--- src/rtl/fetchq_pkg.sv ---
// Shared definitions for the fetch queue: default widths/depth and the
// {pc, instr} entry layout used by decode-facing consumers.
package fetchq_pkg;

    localparam int FQ_ADDR_W  = 32;
    localparam int FQ_INSTR_W = 32;
    localparam int FQ_DEPTH   = 4;

    // One buffered fetch: the PC and the instruction word read from it.
    typedef struct packed {
        logic [FQ_ADDR_W-1:0]  pc;
        logic [FQ_INSTR_W-1:0] instr;
    } fetch_entry_t;

endpackage

--- src/rtl/fetchq_ring.sv ---
// Ring storage for the fetch queue: DEPTH entries, one write port addressed by
// wr_ptr and one asynchronous read port addressed by rd_ptr. Entries carry
// data only, so the array has no reset; validity is tracked by the owner.
module fetchq_ring #(
    parameter int DEPTH   = 4,
    parameter int ENTRY_W = 64,
    localparam int PTR_W  = $clog2(DEPTH)
) (
    input  logic               clk,
    input  logic               wr_en,
    input  logic [PTR_W-1:0]   wr_ptr,
    input  logic [ENTRY_W-1:0] wr_data,
    input  logic [PTR_W-1:0]   rd_ptr,
    output logic [ENTRY_W-1:0] rd_data
);

    logic [ENTRY_W-1:0] mem [DEPTH];

    // Capture a returning fetch into the slot at the write pointer.
    always_ff @(posedge clk) begin
        if (wr_en) begin
            mem[wr_ptr] <= wr_data;
        end
    end

    assign rd_data = mem[rd_ptr];

endmodule

--- src/rtl/fetch_queue.sv ---
// Fetch queue: issues 1-cycle-latency instruction-memory reads for accepted
// PCs and buffers {pc, instr} pairs for decode in a small ring.
//
// Handshakes: a transfer happens on a rising edge where valid and ready are
// both high. pc_ready does not depend on pc_valid; dec_valid does not depend
// on dec_ready. The PC source must hold pc_in while pc_ready is low.
//
// Optional feature: define FETCHQ_STATS_EN to add the stall_cycles output,
// a saturating count of cycles with pc_valid && !pc_ready.
module fetch_queue
    import fetchq_pkg::*;
#(
    parameter int ADDR_W  = FQ_ADDR_W,
    parameter int INSTR_W = FQ_INSTR_W,
    parameter int DEPTH   = FQ_DEPTH
) (
    input  logic               clk,
    input  logic               reset,
    input  logic [ADDR_W-1:0]  pc_in,
    input  logic               pc_valid,
    output logic               pc_ready,
    output logic               imem_req,
    output logic [ADDR_W-1:0]  imem_addr,
    input  logic [INSTR_W-1:0] imem_rdata,
    output logic               dec_valid,
    input  logic               dec_ready,
    output logic [INSTR_W-1:0] dec_instr,
    output logic [ADDR_W-1:0]  dec_pc,
    input  logic               flush
`ifdef FETCHQ_STATS_EN
    ,
    output logic [31:0]        stall_cycles
`endif
);

    localparam int PTR_W   = $clog2(DEPTH);
    localparam int CNT_W   = $clog2(DEPTH + 1);
    localparam int ENTRY_W = ADDR_W + INSTR_W;

    logic [PTR_W-1:0]   wr_ptr;
    logic [PTR_W-1:0]   rd_ptr;
    logic [CNT_W-1:0]   count;
    logic               inflight;
    logic [ADDR_W-1:0]  pend_pc;
    logic [CNT_W:0]     occupancy;
    logic               issue;
    logic               wr_en;
    logic               pop;
    logic [ENTRY_W-1:0] head_entry;
    logic [ENTRY_W-1:0] last_entry;

    // An in-flight read already owns a slot, so it counts toward occupancy.
    assign occupancy = {1'b0, count} + {{CNT_W{1'b0}}, inflight};
    assign pc_ready  = !reset && !flush && (occupancy < (CNT_W + 1)'(DEPTH));
    assign issue     = pc_valid && pc_ready;
    assign imem_req  = issue;
    assign imem_addr = issue ? pc_in : '0;

    // A response arriving in a flush cycle belongs to the discarded path.
    assign wr_en     = inflight && !flush;
    assign dec_valid = (count != '0);
    assign pop       = dec_valid && dec_ready;

    fetchq_ring #(
        .DEPTH   (DEPTH),
        .ENTRY_W (ENTRY_W)
    ) u_ring (
        .clk     (clk),
        .wr_en   (wr_en),
        .wr_ptr  (wr_ptr),
        .wr_data ({pend_pc, imem_rdata}),
        .rd_ptr  (rd_ptr),
        .rd_data (head_entry)
    );

    // Pointer, count and in-flight bookkeeping; flush wipes the queue.
    always_ff @(posedge clk or posedge reset) begin
        if (reset) begin
            wr_ptr   <= '0;
            rd_ptr   <= '0;
            count    <= '0;
            inflight <= 1'b0;
            pend_pc  <= '0;
        end else if (flush) begin
            wr_ptr   <= '0;
            rd_ptr   <= '0;
            count    <= '0;
            inflight <= 1'b0;
        end else begin
            inflight <= issue;
            if (issue) begin
                pend_pc <= pc_in;
            end
            if (wr_en) begin
                wr_ptr <= wr_ptr + PTR_W'(1);
            end
            if (pop) begin
                rd_ptr <= rd_ptr + PTR_W'(1);
            end
            case ({wr_en, pop})
                2'b10:   count <= count + CNT_W'(1);
                2'b01:   count <= count - CNT_W'(1);
                default: count <= count;
            endcase
        end
    end

    // Remember the last head shown so decode-facing outputs hold when empty.
    always_ff @(posedge clk or posedge reset) begin
        if (reset) begin
            last_entry <= '0;
        end else if (dec_valid) begin
            last_entry <= head_entry;
        end
    end

    assign {dec_pc, dec_instr} = dec_valid ? head_entry : last_entry;

`ifdef FETCHQ_STATS_EN
    // Count PC stall cycles; survives flush and saturates instead of wrapping.
    always_ff @(posedge clk or posedge reset) begin
        if (reset) begin
            stall_cycles <= '0;
        end else if (pc_valid && !pc_ready && (stall_cycles != 32'hFFFF_FFFF)) begin
            stall_cycles <= stall_cycles + 32'd1;
        end
    end
`endif

endmodule

--- config.mk ---
export PLATFORM = sky130hd
export DESIGN_NAME = fetch_queue
export DESIGN_NICKNAME = d
export VERILOG_FILES = /design/src/rtl/fetchq_pkg.sv /design/src/rtl/fetchq_ring.sv /design/src/rtl/fetch_queue.sv
export SDC_FILE = /design/constraint.sdc
export NUM_CORES = 1
export LEC_CHECK = 0
export ABC_CLOCK_PERIOD_IN_PS = 3700
export CAP_MARGIN = 10
export CORE_MARGIN = 2
export CORE_UTILIZATION = 48
export CTS_CLUSTER_DIAMETER = 120
export DETAILED_ROUTE_END_ITERATION = 12
export PLACE_DENSITY_LB_ADDON = 0.3
export SETUP_SLACK_MARGIN = 0.2
export SLEW_MARGIN = 10
export SYNTH_ARGS = -nofsm -noshare
export SYNTH_HDL_FRONTEND = slang
export SYNTH_SLANG_ARGS = --single-unit
--- constraint.sdc ---
create_clock -name clk -period 3.7 [get_ports clk]
set_clock_uncertainty 0.2 [all_clocks]
set_input_delay 0.555 -clock clk [delete_from_list [all_inputs] [get_ports clk]]
set_output_delay 0.555 -clock clk [all_outputs]
set_load 0.03 [all_outputs]
==> impl_metrics.tcl <==
set metrics [dict create \
    status "completed" \
    synth-edff-count 256 \
    crit_arrival_ns 2.75 \
    fillers 1987 \
    multi_input_area_um2 3090 \
    cts_buffers 38 \
    register_area_um2 10300 \
    tns_ns 0 \
    fin_util_pct 61.2 \
    layout_common_cells "256 x edfxtp_1, 108 x clkdlybuf4s50_1, 102 x dfrtp_1, 86 x mux2_2, 64 x mux4_2" \
    h-tree-depth 2 \
    critical_path.max_stage_delay_ns 0.67 \
    io_buffers 167 \
    start_util_pct 48.9 \
    setup_viol 0 \
    drive_gt1_share_pct 32.8 \
    vias_per_cell 5.32 \
    fmax_ghz 0.285 \
    wl_met3_um 1510 \
    synth_compound_area_share_pct 0.396 \
    synth_mux_area_share_pct 18.9 \
    final_cell_area_um2 17000 \
    place_area_um2 15700 \
    top_layer_used "met4" \
    synth_nets 700 \
    synthXorXnorAreaFrac_pct 0.387 \
    area_delta_synth_final_pct 25.3 \
    finalHoldViolCount 0 \
    synth_top_family_by_area "multiplexers" \
    crit_required_ns 2.94 \
    post-place-ws_ns 0.378 \
    diodes 0 \
    cts-root-buf "clkbuf_16" \
    ys_ff_latch 360 \
    r2r_slack_ns 1.08 \
    layout_setup_ws_ns 0.191 \
    die_x_um 172 \
    crit_fanout 33 \
    fin_crit_ns 3.51 \
    yosysUniqueCellTypes 34 \
    globalplace.congestion 0.724 \
    ys_warn_count 0 \
    final_common_cell "edfxtp_1" \
    power.density_nw_per_um2 845 \
    tightest_slew_ns 0.711 \
    grt_max_degree 45 \
    synthArstFlopShare_pct 28.9 \
    fin_nets 901 \
    slew_viol_final 0 \
    clkLatencyLatePin_ns 0.52 \
    num_io_pins 168 \
    grt_usage_pct 18.5 \
    rsz0062_at_grt "yes" \
    avgSynthCellArea_um2 21.7 \
    ctsHoldBuffers 0 \
    end_kind "output port" \
    die_area_um2 29600 \
    leakage_uw 0.00603 \
    wl_um 26400 \
    timing.slew.headroom_pct 52.6 \
    grt_pass1_vias 7200 \
    post-dp-hpwl_um 15800 \
    synth_area_um2 13600 \
    ys_seq_area_share_pct 75.8 \
    ir_drop_mv 0.647 \
    clockBufferDepth 3 \
    drt-met1-wl_um 11100 \
    drt-pass1-iter-count 4 \
    finalCritPeriodShare_pct 94.8 \
    slowest_stage "or3_4" \
    rows 61 \
    core_area_um2 27800 \
    hp-class "flop to flop" \
    die_h_um 172 \
    crit_chain "or3_4 -> mux2_2 -> clkdlybuf4s50_1" \
    met2_length_um 13400 \
    path_clk_slew_ns 0.06 \
    grt_pass1_wl_um 40600 \
    path_class "flop to output port" \
    crit_path_start_kind "flop" \
    drc 0 \
    ant_nets 0 \
    synthSimpleGateAreaFrac_pct 2.41 \
    cts.sinks 360 \
    synthFlopType "edfxtp_1" \
    max_cap_viol_count 0 \
    grt_antenna_before_repair 0 \
    synth_fa_ha_area_share_pct 0.516 \
    postSynthCellCount 626 \
    whs_ns 0.285 \
    vias 6575 \
    drt_iter0_markers 449 \
    post_drt_wl_per_cell_um 21.4 \
    grt-ovfl-total 0 \
    cts_tree "built" \
]
==> power by group <==
part | internal [uW] | leakage, uW | switching, uW
logic | 2350 | 0.00188 | 2860
registers | 5060 | 0.00354 | 313
clock network | 2320 | 0.000611 | 1460
total | 9730 | 0.00603 | 4640
==> worst paths after layout <==
path,startpoint,end,cells past startpoint
max reg2reg,count[2],count[1],5
min,last_entry[13],last_entry[13],1
min in group asynchronous,reset,pend_pc[8],2
min reg2reg,last_entry[13],last_entry[13],1
max in group asynchronous,reset,last_entry[32],3
max,count[0],dec_pc[25],3
==> through the flow <==
step / power, uW / instances
floorplan: 8960 / 626
CTS: 14500 / 1235
global placement: 10700 / 1163
global route: 15000 / 1235
finish: 14400 / 1235
detailed placement: 10800 / 1163
==> metal layers <==
metal	vias to the layer above	GRT usage (%)
met5	-	0
met4	0	5.33
met3	31	3.62
met2	200	31.4
met1	3455	24.5
li1	2889	-
==> sequential cells by signal, summed over array words and instances (netlist names) <==
| name | count |
|---|---|
| inflight | 1 |
| last_entry | 64 |
| pend_pc | 32 |
| rd_ptr | 2 |
| u_ring.mem | 256 |
| wr_ptr | 2 |
| count | 3 |
==> cell usage after synthesis (2+ instances only) <==
| library cell | number | area, um^2 |
|---|---|---|
| ha_1 | 4 | 50.1 |
| dfrtp_1 | 104 | 2600 |
| clkbuf_1 | 7 | 26.3 |
| nor2_1 | 7 | 26.3 |
| and2_1 | 37 | 231 |
| mux2_4 | 8 | 120 |
| mux2_1 | 2 | 22.5 |
| xnor2_1 | 4 | 35.0 |
| buf_2 | 10 | 50.1 |
| mux2_2 | 86 | 968 |
| xor2_1 | 2 | 17.5 |
| inv_1 | 4 | 15.0 |
| edfxtp_1 | 256 | 7690 |
| buf_6 | 10 | 113 |
| mux4_2 | 64 | 1440 |
| nand3_1 | 2 | 10.0 |
| nor2b_1 | 2 | 12.5 |
==> repair_timing <==
item | CTS | global route
gates cloned | 1 | 0
resized for setup | 27 | 4
endpoints found under the setup margin | 65 | 41
pin swaps | 2 | 2
buffers inserted | 1 | 0
==> worst max-delay path: cells and delay by family (launching register included) <==
family / cells / cell delay [ns]
AND/OR/NAND/NOR: 1 / 0.67
flip-flops: 1 / 0.53
buffers and inverters: 1 / 0.60
multiplexers: 1 / 0.42
==> cell type report <==
class | instances | share of cell area [%]
Tap cell | 378 | 2.78
Clock buffer | 52 | 6.34
Multi-Input combinational cell | 233 | 18.2
Clock inverter | 18 | 1.15
Timing Repair Buffer | 189 | 10.9
Inverter | 5 | 0.125
Sequential cell | 360 | 60.6
==> cell families (layout without fill, tap and decap cells) <==
| group | after synthesis | after routing |
|---|---|---|
| fa+ha+maj | 5 | 5 |
| mux | 161 | 161 |
| compound gates | 6 | 6 |
| flops | 360 | 360 |
| simple gates | 54 | 55 |
| xor+xnor | 6 | 6 |
| buf+inv | 34 | 264 |
Note: power is estimated with default switching activity, not from simulation.
==> edit: new RTL, same settings <==
The package constant `FQ_INSTR_W` goes from 32 to 64.
--- a/src/rtl/fetchq_pkg.sv
+++ b/src/rtl/fetchq_pkg.sv
@@ -3,7 +3,7 @@
 package fetchq_pkg;
 
     localparam int FQ_ADDR_W  = 32;
-    localparam int FQ_INSTR_W = 32;
+    localparam int FQ_INSTR_W = 64;
     localparam int FQ_DEPTH   = 4;
 
     // One buffered fetch: the PC and the instruction word read from it.
Interface: changed (resized dec_instr and imem_rdata); port bits go from 168 to 232. The function was not compared with the original's and may differ.
==> edit against the unedited design <==
Worst setup slack improved by 140 ps; wire length is 45% higher; global-route usage is 0.20 points higher; cell area up 42%; total power is 9.6% higher; hold slack gained 7.8 ps; synthesized area increased by 42%; sequential cell count grew 160; synthesized cell count increased by 38%; combinational power shrank 33%; die area is 41% higher; critical path type unchanged; critical endpoint is now dec_pc[15].
==> edit: results (changes against the unedited design) <==
.. list-table::
   :header-rows: 1

   * - Metric
     - Value
   * - Leakage component of the power
     - 8.76 nW (+45%)
   * - CP max stage cell
     - sky130_fd_sc_hd__mux4_2
   * - Cell types with the highest counts after synthesis
     - sky130_fd_sc_hd__edfxtp_1, sky130_fd_sc_hd__dfrtp_1, sky130_fd_sc_hd__mux2_2
   * - Transition at the pin with the smallest max-transition slack
     - 835 ps (+123 ps)
   * - Share of cells above drive strength 1
     - 31.9% (-0.89 points)
   * - Sw frac
     - 28.4% (-3.8 points)
   * - Number of CTS-inserted buffers
     - 53 (+39%)
   * - Net count after synthesis
     - 970 (+39%)
   * - Number of gates resized after CTS
     - 98 (+260%)
   * - Synth top area cells
     - sky130_fd_sc_hd__edfxtp_1, sky130_fd_sc_hd__dfrtp_1, sky130_fd_sc_hd__mux4_2
   * - Share of the yosys chip area belonging to registers
     - 77.3% (+1.5 points)
   * - Worst setup timing slack at the placement stage
     - 263 ps (-114 ps)
   * - Length of routed wiring on met1
     - 16.3 mm (+48%)
   * - Largest stage delay on the critical path
     - 530 ps (-140 ps)
   * - Via count of the first global-routing pass
     - 9,810 (+36%)
   * - Min Hold Slack
     - 293 ps (+7.84 ps)
   * - R2R setup slack
     - 1140 ps (+60 ps)
   * - Worst IR Drop VDD
     - 0.000397 V (-39%)
   * - RD Place Congestion
     - 0.708 (-2.2%)
   * - Share of synthesized flip-flops with an asynchronous set or reset
     - 26.2% (-2.7 points)
   * - Total chip power
     - 15.7 mW (+9.6%)
   * - Fillers
     - 2,859 (+44%)
   * - Result of the run
     - completed
   * - Total of buffers placed on input and output ports
     - 231 (+38%)
   * - Clock latency on the worst-skew pair
     - 570 ps (+50 ps)
   * - CP Data Arrival Time
     - 2610 ps (-140 ps)
   * - Cell family contributing the most delay on the critical path
     - multiplexers
   * - Met3 Usage GRT
     - 3.71% (+0.090 points)
   * - Met1 track demand over resource
     - 24.7% (+0.21 points)
   * - Detailed placer's ending HPWL
     - 22.1 mm (+40%)
   * - Critical path peak fanout
     - 21 (-36%)
   * - Registers with the highest flip-flop counts
     - u_ring.mem: 384 flops, last_entry: 96 flops, pend_pc: 32 flops
   * - Mean cell area of the mapped netlist
     - 22.3 sq um (+3.1%)
   * - Power consumed by sequential cells
     - 7.25 mW (+35%)
   * - Final layout net count
     - 1,250 (+39%)
## edit: worst paths after layout
| kind | endpoint |
|---|---|
| max in group asynchronous | rd_ptr[1] |
| worst max-delay path | dec_pc[15] |
| worst min register to register | last_entry[71] |
| worst max register to register | count[1] |
| min in group asynchronous | pend_pc[15] |
| worst min-delay path | last_entry[71] |
## edit: kinds of logic after synthesis
| family | synth area share (%) |
|---|---|
| AOI/OAI and AO/OA | 0.292 |
| xor gates and xnor gates | 0.181 |
| adders and majority gates | 0.363 |
| buffers and inverters | 1.31 |
| DFF | 77.3 |
| muxes | 18.8 |
| and+or+nand+nor | 1.70 |
## edit: layout make-up
type,instances,area [sq um],area share [%]
diodes,1,2.50,0.0104
clock buffers,74,1480,6.12
clock inverters,22,158,0.654
inverters,7,43.8,0.182
multi-input cells,297,4150,17.2
flip-flops and latches,520,14900,62.0
well taps,525,657,2.73
repair buffers,265,2660,11.1
